$ cat src/rtl/dmem_access_ctrl.sv
// dmem_access_ctrl: MEM-stage sequencer for data-cache accesses.
// Issues cache read/write requests with byte enables and lane-replicated
// store data, stalls the pipeline until the cache responds, and latches the
// raw read word for writeback. Misaligned accesses are suppressed and flagged.
// Optional performance counters are built when DMEM_ACCESS_PERF_EN is defined.
module dmem_access_ctrl #(
    parameter int width = 32
) (
    input  logic             clk,
    input  logic             rst,
    input  logic             req_read_i,
    input  logic             req_write_i,
    input  logic [2:0]       funct3_i,
    input  logic [width-1:0] addr_i,
    input  logic [width-1:0] wdata_i,
    output logic             dmem_read_o,
    output logic             dmem_write_o,
    output logic [width-1:0] dmem_address_o,
    output logic [width-1:0] dmem_wdata_o,
    output logic [3:0]       dmem_mbe_o,
    input  logic [width-1:0] dmem_rdata_i,
    input  logic             dmem_resp_i,
    output logic             stall_o,
    output logic [width-1:0] rdata_o,
    output logic             misaligned_o,
    output logic [width-1:0] acc_cnt_o,
    output logic [width-1:0] stall_cnt_o
);

    typedef enum logic [1:0] {IDLE, BUSY, DONE} state_t;

    state_t           state_reg, state_next;
    logic             is_read, is_write, req, misaligned;
    logic [3:0]       mbe_comb;
    logic [width-1:0] wdata_comb;
    logic             capture, load_rdata;
    logic             rd_reg, wr_reg;
    logic [width-1:0] addr_reg, wdata_reg, rdata_reg;
    logic [3:0]       mbe_reg;

    // Request decode, alignment check and byte-enable generation
    always_comb begin
        is_read    = req_read_i;
        is_write   = req_write_i & ~req_read_i;   // read wins when both are set
        req        = req_read_i | req_write_i;
        misaligned = 1'b0;
        case (funct3_i[1:0])
            2'b10:   misaligned = (addr_i[1:0] != 2'b00);
            2'b01:   misaligned = addr_i[0];
            default: misaligned = 1'b0;
        endcase
        mbe_comb = 4'b1111;
        if (is_write) begin
            case (funct3_i[1:0])
                2'b00:   mbe_comb = 4'b0001 << addr_i[1:0];
                2'b01:   mbe_comb = 4'b0011 << addr_i[1:0];
                default: mbe_comb = 4'b1111;
            endcase
        end
    end

    // Store data replicated onto every byte lane it may land in
    for (genvar gi = 0; gi < 4; gi++) begin : g_lane
        assign wdata_comb[gi*8 +: 8] =
            (funct3_i[1:0] == 2'b00) ? wdata_i[7:0] :
            (funct3_i[1:0] == 2'b01) ? wdata_i[(gi%2)*8 +: 8] :
                                       wdata_i[gi*8 +: 8];
    end

    // Next-state and output decode; issue-cycle outputs come straight from
    // the inputs, BUSY outputs from the request captured at issue
    always_comb begin
        state_next     = state_reg;
        dmem_read_o    = 1'b0;
        dmem_write_o   = 1'b0;
        dmem_address_o = '0;
        dmem_wdata_o   = '0;
        dmem_mbe_o     = 4'b0000;
        stall_o        = 1'b0;
        misaligned_o   = 1'b0;
        capture        = 1'b0;
        load_rdata     = 1'b0;
        case (state_reg)
            IDLE: begin
                if (req && !rst) begin
                    if (misaligned) begin
                        misaligned_o = 1'b1;
                    end else begin
                        dmem_read_o    = is_read;
                        dmem_write_o   = is_write;
                        dmem_address_o = {addr_i[width-1:2], 2'b00};
                        dmem_wdata_o   = wdata_comb;
                        dmem_mbe_o     = mbe_comb;
                        stall_o        = 1'b1;
                        capture        = 1'b1;
                        load_rdata     = dmem_resp_i & is_read;
                        state_next     = dmem_resp_i ? DONE : BUSY;
                    end
                end
            end
            BUSY: begin
                dmem_read_o    = rd_reg;
                dmem_write_o   = wr_reg;
                dmem_address_o = addr_reg;
                dmem_wdata_o   = wdata_reg;
                dmem_mbe_o     = mbe_reg;
                stall_o        = 1'b1;
                if (dmem_resp_i) begin
                    load_rdata = rd_reg;
                    state_next = DONE;
                end
            end
            // One free cycle so the pipeline advances past this instruction
            DONE:    state_next = IDLE;
            default: state_next = IDLE;
        endcase
    end

    // State register, request capture and read-word latch
    always_ff @(posedge clk) begin
        if (rst) begin
            state_reg <= IDLE;
            rd_reg    <= 1'b0;
            wr_reg    <= 1'b0;
            addr_reg  <= '0;
            wdata_reg <= '0;
            mbe_reg   <= 4'b0000;
            rdata_reg <= '0;
        end else begin
            state_reg <= state_next;
            if (capture) begin
                rd_reg    <= dmem_read_o;
                wr_reg    <= dmem_write_o;
                addr_reg  <= dmem_address_o;
                wdata_reg <= dmem_wdata_o;
                mbe_reg   <= dmem_mbe_o;
            end
            if (load_rdata) begin
                rdata_reg <= dmem_rdata_i;
            end
        end
    end

    assign rdata_o = rdata_reg;

`ifdef DMEM_ACCESS_PERF_EN
    logic [width-1:0] acc_cnt_reg, stall_cnt_reg;

    // Completed-access and stall-cycle counters; a completion in the issue
    // cycle counts the same as one that passed through BUSY
    always_ff @(posedge clk) begin
        if (rst) begin
            acc_cnt_reg   <= '0;
            stall_cnt_reg <= '0;
        end else begin
            if (state_next == DONE) begin
                acc_cnt_reg <= acc_cnt_reg + 1'b1;
            end
            if (stall_o) begin
                stall_cnt_reg <= stall_cnt_reg + 1'b1;
            end
        end
    end

    assign acc_cnt_o   = acc_cnt_reg;
    assign stall_cnt_o = stall_cnt_reg;
`else
    assign acc_cnt_o   = '0;
    assign stall_cnt_o = '0;
`endif

endmodule

$ cat config.mk
export PLATFORM = sky130hd
export DESIGN_NAME = dmem_access_ctrl
export DESIGN_NICKNAME = d
export VERILOG_FILES = /design/src/rtl/dmem_access_ctrl.sv
export SDC_FILE = /design/constraint.sdc
export NUM_CORES = 1
export LEC_CHECK = 0
export ABC_AREA = 1
export BUFFER_PORTS_ARGS = -buffer_cell sky130_fd_sc_hd__buf_2
export CAP_MARGIN = 20
export CORE_MARGIN = 5
export CORE_UTILIZATION = 50
export DETAILED_ROUTE_END_ITERATION = 16
export PLACE_DENSITY = 0.94
export SYNTH_ARGS = -nofsm -noshare
export SYNTH_HDL_FRONTEND = slang
export SYNTH_SLANG_ARGS = --single-unit
$ cat constraint.sdc
create_clock -name clk -period 3.95 [get_ports clk]
set_input_delay 0.395 -clock clk [delete_from_list [all_inputs] [get_ports clk]]
set_output_delay 0.395 -clock clk [all_outputs]
set_load 0.01 [all_outputs]
==> results.md, run 1 <==
* Worst Path Class, Setup: primary input to primary output
* Maximum VDD drop at 0.2634 mV
* Die W at 114.7 um
* CTS H-tree depth at 3
* I/O pin count at 272
* RSZ-0062 raised after global routing: false
* Crit path cell chain: buf_2, inv_2, o21ai_2, nor2_2, nand2_4, inv_6, nand2_1, nand2_1, buf_2
* Prevailing post-synth register cell: dfxtp_1
* Synth Area in XOR/XNOR at 0
* CTS clk-pin slew, worst paths at 0.10 ns
* Routed wire length at 14590 um
* Synth-to-layout area growth at 17.54%
* Outcome: complete, no violations
* Final GP Congestion at 0.8164
* Adder-Cell Fraction of Synth Area at 0.009135
* Pre-CTS setup slack at 1.253 ns
* Final Cycle Share at 0.6670
* WL per Instance at 12.54 um
* DP HPWL at 10780 um
* Hold slack at 0.2490 ns
* Simple-Gate Fraction of Synth Area at 0.3044
* Die footprint at 0.01315 sq mm
* #FFs+latches synth at 104
* Core area at 0.01079 sq mm
* Maxcap violations at 0
* Crit path launch type: primary input
* Vias in the first global route at 4837
* Worst-Margin Slew at 0.9836 ns
* Maximum number of pins on one net before global-route repair at 72
* Clk sinks at 104
* Fill cell count at 998
* Clock Power Share at 0.273
* Count of input and output buffers at 206
* Fmax at 379.5 MHz
* Share of synthesized registers carrying an async set or reset at 0
* Setup crit start: rst
* Switching Power at 719.8 uW
* Relative slew slack at 0.3443
* Setup slack after layout at 1.315 ns
* CTS max path bufs at 2
* Endpoints failing hold at 0
* Internal at 1522 uW
* Leak at 0.003609 uW
* EDFF count, synth at 0
* Critical Path Fanout Max at 70
* Final setup violation count at 0
* Via-to-Cell Ratio at 4.765
* Seq/Total Area, Yosys at 0.3800
* Gate Count Post-Synth at 846
* Synthesized area per cell at 6.476 sq um
* Max-slew violations at 0
* Pre-antenna DRT Iters at 7
* Max stage delay on crit path at 0.45 ns
* Comb power frac at 0.215
* CTS tree: done
* CTS hold repair buffers at 0
* Seq pwr share at 0.512
* Synthesized area at 0.005479 sq mm
* Final ANT Viol Nets at 0
* Number of remaining DRC errors at 0
* Worst Hold Class: primary input to register
* Latest clock arrival within the worst-skew pair at 0.36 ns
* DR vias at 5546
* Largest family of logic cells by synthesized area: simple AND/OR/NAND/NOR gates
* All-Layer GR Usage at 0.2103
* First-pass GRT wire length at 22590 um
* Die Height at 114.7 um
* RR Startpoint: state_reg[0]
* Crit path max-delay family: buffers and inverters
* Multi-input logic area at 0.002684 sq mm
* Initial antenna violation count at 0
* P per Cell Area at 348.1 mW/mm^2
* Critical Path AT at 2.24 ns
* Synth unique cells at 26
* First DRT Iteration DRCs at 429
* GR Overflow Total at 0
* CP Capture Type: primary output
* Net Sw Frac at 0.3211
* Final Critical Period at 2.635 ns
* Number of CTS-inserted buffers at 9
* Clock root cell: clkbuf_8
* Diode count at 0
* CP max stage cell: inv_2
* Multiplexer area fraction after synthesis at 0
* WP buf/inv at 4
* Initial Util at 0.5077
* Layout cells sized above 1 at 0.2344
* Num rows at 38
* Ys Warns at 0
* WP data required at 3.56 ns
* FF/Latch Area at 0.002082 sq mm
* Final Skew at 0.01191 ns
* Setup TNS at 0 ns
* # Post-CTS Setup Buffers at 0
* Nets at 1127
* Hold_sp: dmem_rdata_i[14]
* Post-cts resize count at 0
* Post-synthesis compound-gate area fraction at 0.1306
==> layer usage <==
metal / vias up / track usage / part of all wire
met1: 2421 / 0.2574 / 0.39
met4: 0 / 0.07759 / 0.022
met3: 24 / 0.06237 / 0.11
met2: 253 / 0.3489 / 0.48
met5: - / 0 / 0
li1: 2848 / - / -
==> per-stage QoR <==
stage	total power [uW]	utilization	cell area, sq um	std cells
after floorplan	1528	-	5715	909
after global placement	1639	0.5778	6236	1147
after detailed placement	1650	0.5778	6236	1147
after CTS	2266	0.5941	6412	1163
after global routing	2370	0.5967	6440	1164
final	2242	0.5967	6440	1164
==> synth_stat cells (2+ instances only) <==
master      n  area, sq um
dfxtp_1   104         2082
nand2_1   339         1272
buf_2      19        95.09
buf_4      64        480.5
o21ai_0    26        130.1
o21ai_1     3        15.01
inv_1      52        195.2
nor2_1     46        172.7
a21oi_1   108        540.5
ha_1        4        50.05
nand3_1    33        165.2
clkbuf_1   23        86.33
nor3_1      3        15.01
buf_1       2        7.510
inv_2       2        7.510
nor2_2      2        12.51
buf_6       7        78.83
==> worst min-delay path, stage by stage <==
cell,delay [ns]
buf_2,0.07
a21oi_1,0.03
nor2_1,0.08
==> cells by family after synthesis <==
group	Yosys count
other	1
flip-flops	104
buffers and inverters	170
adder cells (fa/ha/maj)	4
AO/OA/AOI/OAI	141
AND/OR/NAND/NOR	426
==> final cells by class <==
| type | count | share of cell area |
|---|---|---|
| repair buffers | 214 | 0.1725 |
| inverters | 55 | 0.03283 |
| well taps | 140 | 0.02720 |
| clock inverters | 7 | 0.008160 |
| multi-input cells | 635 | 0.4167 |
| flip-flops and latches | 104 | 0.3233 |
| clock buffers | 9 | 0.01923 |
==> power groups by stage <==
stage	registers, uW	clock network (uW)	logic, uW
2_1_floorplan	1170	0	353
3_3_place_gp	1170	0	471
3_5_place_dp	1170	0	478
4_1_cts	1150	638	481
5_1_grt	1160	671	544
6_report	1150	613	482
==> placed cells by master, fill, tap and decap left out <==
cell type,n
nor2_4,1
clkbuf_8,9
o22ai_1,1
a211oi_1,1
conb_1,64
a21oi_1,108
nand3_1,32
clkinv_2,2
nand2_1,339
inv_6,5
o21ai_2,1
nand2_4,1
inv_1,52
nor3_1,3
nor2_1,46
buf_16,1
clkinvlp_4,1
nand2_2,1
nand3_2,1
dfxtp_1,104
o211ai_1,1
o21ai_1,3
o21ai_0,26
ha_1,4
nor2_2,1
buf_4,7
nand4_2,1
inv_2,2
buf_2,206
==> final timing paths <==
check | slack (ns) | depth (start not counted) | to
worst max-delay path | 1.32 | 9 | dmem_address_o[16]
worst min-delay path | 0.25 | 3 | rdata_o[14]
worst max register to register | 1.95 | 6 | rdata_o[1]
worst min register to register | 0.45 | 2 | addr_reg[0]
Power figures use the tool's default switching activity.
==> run 2, diff against run 1 <==
--- a/config.mk
+++ b/config.mk
@@ -5,13 +5,13 @@
 export SDC_FILE = /design/constraint.sdc
 export NUM_CORES = 1
 export LEC_CHECK = 0
-export ABC_AREA = 1
+export ABC_AREA = 0
 export BUFFER_PORTS_ARGS = -buffer_cell sky130_fd_sc_hd__buf_2
 export CAP_MARGIN = 20
 export CORE_MARGIN = 5
-export CORE_UTILIZATION = 50
+export CORE_UTILIZATION = 42
 export DETAILED_ROUTE_END_ITERATION = 16
-export PLACE_DENSITY = 0.94
+export PLACE_DENSITY = 0.85
 export SYNTH_ARGS = -nofsm -noshare
 export SYNTH_HDL_FRONTEND = slang
 export SYNTH_SLANG_ARGS = --single-unit
==> constraint.sdc (replaced) <==
create_clock -name clk -period 2.29 [get_ports clk]
set_input_delay 0.229 -clock clk [delete_from_list [all_inputs] [get_ports clk]]
set_output_delay 0.229 -clock clk [all_outputs]
set_load 0.01 [all_outputs]
==> run 2 against run 1 <==
Effect of this change:
- utilization is 8.4 points lower
- critical path type is now register to primary output
- clock skew is 0.0077 ns lower
- wire length is 8.7% higher
- highest routed layer unchanged
==> results.md, run 2 <==
* Share of synthesized registers carrying an async set or reset at 0
* Die footprint at 0.01561 sq mm
* Met2 wire length at 7901 um
* Multi-input logic area at 0.002913 sq mm
* Maximum number of pins on one net before global-route repair at 70
* Synth top area cells: dfxtp_1 38%, nand2_1 13%, mux2i_1 10%, buf_4 9.1%, a21oi_1 6.3%
* First-pass GRT wire length at 24380 um
* Latest clock arrival within the worst-skew pair at 0.34 ns
* Seq/Total Area, Yosys at 0.3751
* Reg-to-Reg End: mbe_reg[0]
* Die W at 125.0 um
* Final Critical Period at 2.139 ns
* Diode count at 0
* CTS tree: done
* Initial antenna violation count at 0
* Net Sw Frac at 0.2963
* FF/Latch Area at 0.002082 sq mm
* RSZ-0062 raised after global routing: false
* Worst Path Class, Setup: register to primary output
* Number of remaining DRC errors at 0
* Pre-antenna DRT Iters at 5
* Hold_sp: dmem_resp_i
* Setup TNS at 0 ns
* Synthesized area at 0.005550 sq mm
* Top sig layer: met4
* CTS clk-pin slew, worst paths at 0.07 ns
* Final Skew at 0.004229 ns
* Routed wire length at 15860 um
* Prevailing post-synth register cell: dfxtp_1
* Synth-to-layout area growth at 20.96%
* Yosys top cell area share at 0.3751
* Maximum VDD drop at 0.4836 mV
* WP data required at 2.06 ns
* I/O pin count at 272
* Number of CTS-inserted buffers at 9
* Max-slew violations at 0
* # Post-CTS Setup Buffers at 0
* Layout cells sized above 1 at 0.2781
* P per Cell Area at 646.0 mW/mm^2
* Final Non-Filler Cells at 1082
* Commonest non-fill, non-tap cell in the layout: buf_2
* Leak at 0.003283 uW
* CP Capture Type: primary output
* Switching Power at 1285 uW
* Internal at 3052 uW
* RR Startpoint: state_reg[0]
* Fill cell count at 1260
* Nets at 1009
* CTS H-tree depth at 3
* Hold path cells at 2
* CTS hold repair buffers at 0
* R2r setup slk at 0.65 ns
* Relative slew slack at 0.4938
* First DRT Iteration DRCs at 338
* Met1 WL at 6360 um
* Worst Hold Class: primary input to register
* Cells on worst reg2reg path at 5
* Clk sinks at 104
* Critical Path Fanout Max at 14
* Area leader, netlist: dfxtp_1
* Via-to-Cell Ratio at 4.963
* Synth unique cells at 30
* Core area at 0.01309 sq mm
* Final setup violation count at 0
* Count of input and output buffers at 206
* Synthesized area per cell at 7.624 sq um
* DR vias at 5370
* #FFs+latches synth at 104
* Most frequent cells in the layout: 206 x buf_2, 194 x nand2_1, 104 x dfxtp_1
* All-Layer GR Usage at 0.1886
* Outcome: complete, no violations
* End of the worst hold path: state_reg[0]
* Vias in the first global route at 4799
* Clock root cell: clkbuf_16
* Top-count cell post-synth: nand2_1
* Final Cycle Share at 0.9341
* Met3 routed WL at 1187 um
* Die Height at 125.0 um
* Num rows at 42
* Seq pwr share at 0.456
* Initial Util at 0.4242
* Fmax at 467.5 MHz
* Critical Path AT at 1.91 ns
* CTS max path bufs at 2
* Post-cts resize count at 0
* Post-Place Cells at 1066
* Clock Power Share at 0.338
* Synth top cells by count: 195 x nand2_1, 104 x dfxtp_1, 70 x a21oi_1
* Comb power frac at 0.206
* Maxcap violations at 0
* Final ANT Viol Nets at 0
* DP HPWL at 11650 um
* WL per Instance at 14.66 um
* Crit path launch type: register
* EDFF count, synth at 0
* Ys Warns at 0
* Endpoints failing hold at 0
* Final GP Congestion at 0.8679
* Worst-Margin Slew at 0.7594 ns
* Gate Count Post-Synth at 728
* GR Overflow Total at 0
## run 2: worst max-delay path, stage by stage (launching register included)
cell	delay [ns]
dfxtp_1	0.36
nor3_4	0.25
and3_4	0.26
nand2_2	0.12
buf_4	0.21
o21ai_0	0.19
buf_2	0.17
## run 2: routing by layer
metal,global-route usage,vias up
li1,-,2674
met1,0.2321,2431
met2,0.3206,234
met3,0.04094,31
met4,0.07844,0
met5,0,-
## run 2: worst max path at each step
| stage | startpoint | endpoint | slack, ns | cells after the start |
|---|---|---|---|---|
| after floorplan | funct3_i[0] | dmem_wdata_o[19] | 0.60 | 8 |
| after CTS | state_reg[1] | dmem_wdata_o[23] | 0.02 | 6 |
| final | state_reg[0] | dmem_wdata_o[23] | 0.15 | 6 |
| after detailed placement | funct3_i[0] | dmem_mbe_o[0] | 0.20 | 9 |
| after global routing | state_reg[0] | dmem_wdata_o[21] | 0.01 | 6 |
| after global placement | funct3_i[0] | dmem_wdata_o[19] | 0.26 | 9 |
## run 2: stage by stage
| step | util | hold slack (ns) | setup WS, ns | cell area (sq um) | total power (uW) |
|---|---|---|---|---|---|
| global route | 0.5131 | 0.09935 | 0.01087 | 6714 | 4549 |
| CTS | 0.5123 | 0.07103 | 0.02243 | 6704 | 4369 |
| global placement | 0.4906 | 0.4351 | 0.2553 | 6420 | 2881 |
| finish | 0.5131 | 0.08913 | 0.1509 | 6714 | 4337 |
| floorplan | - | 0.3018 | 0.6000 | 5787 | 2654 |
| detailed placement | 0.4906 | 0.4469 | 0.2030 | 6420 | 2904 |
## run 2: area by class of cell
class / instances / share of cell area
clock buffers: 11 / 0.03764
clock inverters: 5 / 0.004659
inverters: 4 / 0.002236
multi-input cells: 559 / 0.4338
flip-flops and latches: 104 / 0.3101
well taps: 176 / 0.03280
repair buffers: 223 / 0.1787
## run 2: logic make-up after synthesis
family                   count (synthesis)  share of synthesized area
AO/OA/AOI/OAI                          171                     0.1673
adder cells (fa/ha/maj)                  4                   0.009017
buffers and inverters                  128                     0.1479
flip-flops                             104                     0.3751
multiplexers                            56                     0.1010
other                                    1                  0.0006756
AND/OR/NAND/NOR                        264                     0.1991
## run 2: power by group through the flow
stage	Sequential, uW	Clock, uW	Combinational [uW]
floorplan	2020	0	638
global placement	2010	0	871
detailed placement	2020	0	888
CTS	1980	1500	891
global route	1990	1570	988
finish	1980	1470	895
